===== src/rtl/sensor_model_ctrl.sv =====
// Run/stop sequencer and timing-register bank for the sensor simulation model.
// Host writes land in shadow registers and are committed to the model only at frame boundaries.
module sensor_model_ctrl #(
  parameter logic [15:0] DEF_WIDTH       = 16'd64,
  parameter logic [15:0] DEF_LINE_HIDE   = 16'd16,
  parameter logic [15:0] DEF_HEIGHT      = 16'd32,
  parameter logic [15:0] DEF_FRAME_HIDE  = 16'd64,
  parameter logic [15:0] DEF_FRONT_PORCH = 16'd4,
  parameter logic [15:0] DEF_BACK_PORCH  = 16'd4
) (
  input  logic        clk,
  input  logic        reset_n,
  input  logic        i_wr_en,
  input  logic [2:0]  iv_wr_addr,
  input  logic [15:0] iv_wr_data,
  input  logic        i_start,
  input  logic        i_stop,
  input  logic [15:0] iv_frame_num,
  input  logic        i_fval,
  output logic [15:0] ov_width,
  output logic [15:0] ov_line_hide,
  output logic [15:0] ov_height,
  output logic [15:0] ov_frame_hide,
  output logic [15:0] ov_front_porch,
  output logic [15:0] ov_back_porch,
  output logic        o_continue_lval,
  output logic        o_pause_en,
  output logic        o_busy,
  output logic        o_done,
  output logic [15:0] ov_frame_cnt
);

  typedef enum logic [1:0] {StIdle, StRun, StStopping} state_e;

  state_e      state_q;
  logic [15:0] target_q;
  logic [15:0] frame_cnt_q;
  logic        pause_q;
  logic        busy_q;
  logic        done_q;
  logic        fval_q;

  logic [15:0] sh_width_q, sh_line_hide_q, sh_height_q;
  logic [15:0] sh_frame_hide_q, sh_front_porch_q, sh_back_porch_q;
  logic        sh_cont_q;
  logic [15:0] sh_width_d, sh_line_hide_d, sh_height_d;
  logic [15:0] sh_frame_hide_d, sh_front_porch_d, sh_back_porch_d;
  logic        sh_cont_d;

  logic [15:0] cm_width_q, cm_line_hide_q, cm_height_q;
  logic [15:0] cm_frame_hide_q, cm_front_porch_q, cm_back_porch_q;
  logic        cm_cont_q;
  logic [15:0] cm_width_d, cm_line_hide_d, cm_height_d;
  logic [15:0] cm_frame_hide_d, cm_front_porch_d, cm_back_porch_d;
  logic        cm_cont_d;

  logic        fval_fall;
  logic        commit;
  logic [15:0] frame_cnt_inc;

  assign fval_fall     = fval_q & ~i_fval;
  // Idle with no frame in flight is also a safe boundary, so idle writes take effect promptly.
  assign commit        = fval_fall | ((state_q == StIdle) & ~i_fval);
  assign frame_cnt_inc = frame_cnt_q + 16'd1;

  always_comb begin
    sh_width_d       = sh_width_q;
    sh_line_hide_d   = sh_line_hide_q;
    sh_height_d      = sh_height_q;
    sh_frame_hide_d  = sh_frame_hide_q;
    sh_front_porch_d = sh_front_porch_q;
    sh_back_porch_d  = sh_back_porch_q;
    sh_cont_d        = sh_cont_q;
    if (i_wr_en) begin
      case (iv_wr_addr)
        3'd0:    sh_width_d       = iv_wr_data;
        3'd1:    sh_line_hide_d   = iv_wr_data;
        3'd2:    sh_height_d      = iv_wr_data;
        3'd3:    sh_frame_hide_d  = iv_wr_data;
        3'd4:    sh_front_porch_d = iv_wr_data;
        3'd5:    sh_back_porch_d  = iv_wr_data;
        3'd6:    sh_cont_d        = iv_wr_data[0];
        default: ;
      endcase
    end
  end

  // Commit copies the pre-write shadow; a same-cycle write waits for the next boundary.
  always_comb begin
    cm_width_d       = cm_width_q;
    cm_line_hide_d   = cm_line_hide_q;
    cm_height_d      = cm_height_q;
    cm_frame_hide_d  = cm_frame_hide_q;
    cm_front_porch_d = cm_front_porch_q;
    cm_back_porch_d  = cm_back_porch_q;
    cm_cont_d        = cm_cont_q;
    if (commit) begin
      cm_width_d       = sh_width_q;
      cm_line_hide_d   = sh_line_hide_q;
      cm_height_d      = sh_height_q;
      cm_frame_hide_d  = sh_frame_hide_q;
      cm_front_porch_d = sh_front_porch_q;
      cm_back_porch_d  = sh_back_porch_q;
      cm_cont_d        = sh_cont_q;
    end
  end

  always_ff @(posedge clk or negedge reset_n) begin
    if (!reset_n) begin
      fval_q           <= 1'b0;
      sh_width_q       <= DEF_WIDTH;
      sh_line_hide_q   <= DEF_LINE_HIDE;
      sh_height_q      <= DEF_HEIGHT;
      sh_frame_hide_q  <= DEF_FRAME_HIDE;
      sh_front_porch_q <= DEF_FRONT_PORCH;
      sh_back_porch_q  <= DEF_BACK_PORCH;
      sh_cont_q        <= 1'b0;
      cm_width_q       <= DEF_WIDTH;
      cm_line_hide_q   <= DEF_LINE_HIDE;
      cm_height_q      <= DEF_HEIGHT;
      cm_frame_hide_q  <= DEF_FRAME_HIDE;
      cm_front_porch_q <= DEF_FRONT_PORCH;
      cm_back_porch_q  <= DEF_BACK_PORCH;
      cm_cont_q        <= 1'b0;
    end else begin
      fval_q           <= i_fval;
      sh_width_q       <= sh_width_d;
      sh_line_hide_q   <= sh_line_hide_d;
      sh_height_q      <= sh_height_d;
      sh_frame_hide_q  <= sh_frame_hide_d;
      sh_front_porch_q <= sh_front_porch_d;
      sh_back_porch_q  <= sh_back_porch_d;
      sh_cont_q        <= sh_cont_d;
      cm_width_q       <= cm_width_d;
      cm_line_hide_q   <= cm_line_hide_d;
      cm_height_q      <= cm_height_d;
      cm_frame_hide_q  <= cm_frame_hide_d;
      cm_front_porch_q <= cm_front_porch_d;
      cm_back_porch_q  <= cm_back_porch_d;
      cm_cont_q        <= cm_cont_d;
    end
  end

  always_ff @(posedge clk or negedge reset_n) begin
    if (!reset_n) begin
      state_q     <= StIdle;
      target_q    <= 16'd0;
      frame_cnt_q <= 16'd0;
      pause_q     <= 1'b1;
      busy_q      <= 1'b0;
      done_q      <= 1'b0;
    end else begin
      done_q <= 1'b0;
      case (state_q)
        StIdle: begin
          // Stop wins over a simultaneous start.
          if (i_start && !i_stop) begin
            state_q     <= StRun;
            target_q    <= iv_frame_num;
            frame_cnt_q <= 16'd0;
            pause_q     <= 1'b0;
            busy_q      <= 1'b1;
          end
        end
        StRun: begin
          if (fval_fall) frame_cnt_q <= frame_cnt_inc;
          if ((fval_fall && (target_q != 16'd0) && (frame_cnt_inc == target_q)) ||
              (i_stop && !i_fval)) begin
            state_q <= StIdle;
            pause_q <= 1'b1;
            busy_q  <= 1'b0;
            done_q  <= 1'b1;
          end else if (i_stop) begin
            state_q <= StStopping;
          end
        end
        StStopping: begin
          if (fval_fall) begin
            frame_cnt_q <= frame_cnt_inc;
            state_q     <= StIdle;
            pause_q     <= 1'b1;
            busy_q      <= 1'b0;
            done_q      <= 1'b1;
          end
        end
        default: begin
          state_q <= StIdle;
          pause_q <= 1'b1;
          busy_q  <= 1'b0;
        end
      endcase
    end
  end

  assign ov_width        = cm_width_q;
  assign ov_line_hide    = cm_line_hide_q;
  assign ov_height       = cm_height_q;
  assign ov_frame_hide   = cm_frame_hide_q;
  assign ov_front_porch  = cm_front_porch_q;
  assign ov_back_porch   = cm_back_porch_q;
  assign o_continue_lval = cm_cont_q;
  assign o_pause_en      = pause_q;
  assign o_busy          = busy_q;
  assign o_done          = done_q;
  assign ov_frame_cnt    = frame_cnt_q;

endmodule

===== config.mk =====
export PLATFORM = sky130hd
export DESIGN_NAME = sensor_model_ctrl
export DESIGN_NICKNAME = d
export VERILOG_FILES = /design/src/rtl/sensor_model_ctrl.sv
export SDC_FILE = /design/constraint.sdc
export NUM_CORES = 1
export LEC_CHECK = 0
export ABC_AREA = 1
export CAP_MARGIN = 20
export CELL_PAD_IN_SITES_DETAIL_PLACEMENT = 0
export CELL_PAD_IN_SITES_GLOBAL_PLACEMENT = 1
export CORE_UTILIZATION = 38
export CTS_CLUSTER_DIAMETER = 40
export DETAILED_ROUTE_END_ITERATION = 8
export GPL_TIMING_DRIVEN = 1
export HOLD_SLACK_MARGIN = 0.15
export MAX_ROUTING_LAYER = met4
export PLACE_DENSITY = 0.76
export SYNTH_ARGS = -nofsm -noshare
export SYNTH_HDL_FRONTEND = slang
export SYNTH_SLANG_ARGS = --single-unit

===== constraint.sdc =====
create_clock -name clk -period 1.7 [get_ports clk]
set_input_delay 0.17 -clock clk [delete_from_list [all_inputs] [get_ports clk]]
set_output_delay 0.17 -clock clk [all_outputs]
set_load 0.02 [all_outputs]

==> key figures <==
Outcome
  • Failing checks: negative setup slack
  • Outcome: complete, but fails checks

Cells and area
  • Nets@finish: 1,153
  • Area Overhead vs Synth: 50.6%
  • Commonest non-fill, non-tap cell in the layout: dfrtp_1
  • Final instance area: 14,100 µm²
  • Number of diodes: 0
  • Layout cell share with drive strength beyond 1: 28.6%
  • Most frequent cells in the layout: dfrtp_1 (211), nand2_1 (171), o21ai_0 (102)

Pwr
  • P_sw: 8.46 mW
  • Logic gate share of total power: 37.9%
  • Seq pwr share: 33.5%
  • Power density over the cells: 1850 nW/µm²
  • Net Sw Frac: 32.6%
  • Pwr Total: 26.0 mW
  • Max VDD drop: 1020 µV
  • Pint: 17.5 mW
  • Clock share of power: 28.6%
  • LEAKAGE: 7.05 nW

Hold path
  • HP Class: input pin to async pin

Floorplanning
  • Num ports: 157
  • Core box area: 24,200 µm²
  • Die span in y: 159 µm
  • Die Span X: 159 µm
  • Std-Cell Rows: 57
  • Starting density of the core: 38.6%
  • Die area: 25,200 µm²

Synth
  • Top-area cell type share of the netlist area: 58.7%
  • Syn nets: 888
  • Main area contributors after synthesis: dfrtp_1 (59%), mux2_2 (12%), nand2_1 (7.0%), o21ai_0 (5.5%), dfstp_2 (3.7%)
  • Synthesized cell area: 9340 µm²
  • Avg Cell Area, Syn: 11.1 µm²
  • Synth unique cells: 29
  • FF+latch count, synth: 232
  • Top_reg_cell synth: dfrtp_1
  • Post-synth EDFFs: 0
  • Synth area leader: dfrtp_1
  • Sequential fraction of the synthesis area: 62.3%
  • Ys Warns: 0
  • Post-synth ARST share: 100%
  • Post-synthesis cell count: 843

Timing
  • Worst Tran Pin Value: 489 ps
  • Fin. max-slew vios: 0
  • Tmin final: 1950 ps
  • Fin crit share: 115%
  • Setup violations, final: 13
  • Slew HR: 67.3%
  • Clock skew: 29.3 ps
  • Final worst slack: -250 ps
  • Final hold vios: 0
  • Fmax: 0.513 GHz
  • Hold_ws: 204 ps
  • RSZ-0062 raised after global routing: yes

Worst setup path
  • CP arrival: 2340 ps
  • R2R depth: 18
  • Max incr delay on CP: 430 ps
  • Max FO, Critical Path: 5
  • CP Launch Type: flip-flop
  • Cell Chain, Critical Path: buf_4, nand2_4, nor2_4, buf_4, nand2_2, nand2_1, nand2_1, nand2_1, inv_1, nand3_1, nor2_1, nand2_1, nor2_2, nand2_2, nand3_4, nand2_4, nand3_1, nand2_1
  • Critical Path RT: 2090 ps
  • FF-to-FF Start: ov_frame_cnt[1]
  • Critical path endpoint category: flip-flop
  • R2R Setup Slk: -250 ps
  • Crit path kind: flip-flop to flip-flop
  • Critical-path top delay cell: dfrtp_2
  • R2r endpoint: state_q[1]
  • Most frequent CP cell: nand2_1

Global routing
  • Largest net degree at the start of global routing: 57
  • Grt ovf: 0
  • First-pass GRT wire length: 39.4 mm
  • Initial antenna violation count: 0
  • Vias in the first global route: 7,058
  • GRT Overall Usage: 20.8%

Clock network
  • Sink Count: 232
  • Reg clk slew, reported paths: 50 ps
  • CTS Buf Count: 36
  • CTS Buffer Depth: 3
  • H-tree depth: 2
  • CTS tree: done
  • Clock Tree Root: clkbuf_16
  • Worst skew pair latency: 520 ps

Routing
  • Met3 WL: 2.18 mm
  • Routed WL: 26.4 mm
  • WL met2: 11.8 mm
  • DR vias: 7,012
  • Post-route ant nets: 0
  • Via density: 4.81
  • Drt pass-1 iters: 4
  • Highest routed layer: met4
  • Drt wl/cell: 18.1 µm
  • Residual DRC count: 0
  • Initial DRC Count: 379
  • Met1 WL: 12.0 mm

Place
  • Placed cell areas: 12,100 µm²
  • HPWL after detailed placement: 17.0 mm
  • Number of buffers added on ports: 156
  • Worst slack at placement: -364 ps
  • Final GP Congestion: 0.892

Job
  • Max Cap Viol: 0
## synthesized netlist by cell type, types with 2 or more instances
library cell / number
inv_1: 63
a21oi_1: 13
nor2_4: 5
nand4_1: 7
nor2_2: 3
nand3_1: 30
nand2_2: 8
nand2_1: 175
o21ai_0: 103
xnor3_1: 2
buf_2: 8
clkbuf_1: 24
dfrtp_1: 219
xor2_1: 5
nor2_1: 36
o22ai_1: 12
ha_1: 4
dfstp_2: 13
mux2_2: 102
inv_2: 2
## worst max path at each step
stage,from,to,slack (ps),cells past startpoint
2_1_floorplan,ov_frame_cnt[0],state_q[0],-110,16
6_report,ov_frame_cnt[1],state_q[1],-250,18
3_5_place_dp,i_fval,state_q[1],-360,13
3_3_place_gp,i_fval,state_q[0],-370,13
4_1_cts,ov_frame_cnt[0],state_q[1],-240,18
5_1_grt,ov_frame_cnt[0],state_q[0],-420,15
## cells by family after synthesis
| logic type | share of synthesized area, % |
|---|---|
| compound gates | 7.33 |
| xor+xnor | 1.23 |
| fa+ha+maj | 0.536 |
| buf+inv | 4.01 |
| flops | 62.3 |
| mux | 12.3 |
| simple gates | 12.3 |
## per-stage QoR
stage	cells	util, %	TNS (ps)
2_1_floorplan	843	-	-405
3_3_place_gp	1372	49.9	-4820
3_5_place_dp	1372	49.9	-3900
4_1_cts	1447	55.3	-1180
5_1_grt	1458	58.2	-4520
6_report	1458	58.2	-1240
## power by group through the flow
stage / Clock, mW / Sequential, mW / Combinational (mW)
floorplan: 0 / 9.91 / 2.99
global placement: 0 / 8.63 / 8.76
detailed placement: 0 / 8.67 / 8.82
CTS: 7.56 / 8.62 / 8.83
global route: 7.77 / 8.91 / 10.5
finish: 7.41 / 8.70 / 9.84
## metal layers
metal,track usage [%],vias up
li1,-,3326
met2,30.9,209
met1,27.7,3439
met5,-,-
met4,5.12,0
met3,6.50,38
## sequential cells by signal, summed over array words and instances (netlist names)
signal / flops
o_continue_lval: 1
state_q: 2
o_pause_en: 1
sh_back_porch_q: 16
ov_frame_cnt: 16
sh_width_q: 16
ov_width: 16
o_busy: 1
ov_back_porch: 16
sh_line_hide_q: 16
ov_front_porch: 16
sh_cont_q: 1
sh_height_q: 16
o_done: 1
ov_height: 16
sh_frame_hide_q: 16
ov_line_hide: 16
sh_front_porch_q: 16
target_q: 16
fval_q: 1
ov_frame_hide: 16
## critical path: cells and delay by family (launching register included)
family	cells	cell delay, ps
simple gates	15	1070
flops	1	430
buf+inv	3	350
## layout make-up
type,count,area [µm²]
Inverter,65,249
Timing Repair Buffer,259,2760
Multi-Input combinational cell,514,3600
Tap cell,324,405
Sequential cell,232,5830
Clock buffer,44,951
Fill cell,2035,10100
Clock inverter,20,264
## repair_timing
action	in CTS	in global routing
hold buffers	1	0
pin swaps	5	5
endpoints found under the hold margin	221	0
endpoints found under the setup margin	47	126
cloned	1	9
buffers inserted	9	2
gates resized for setup	43	129
No activity file was read; power rests on OpenSTA's default activity.
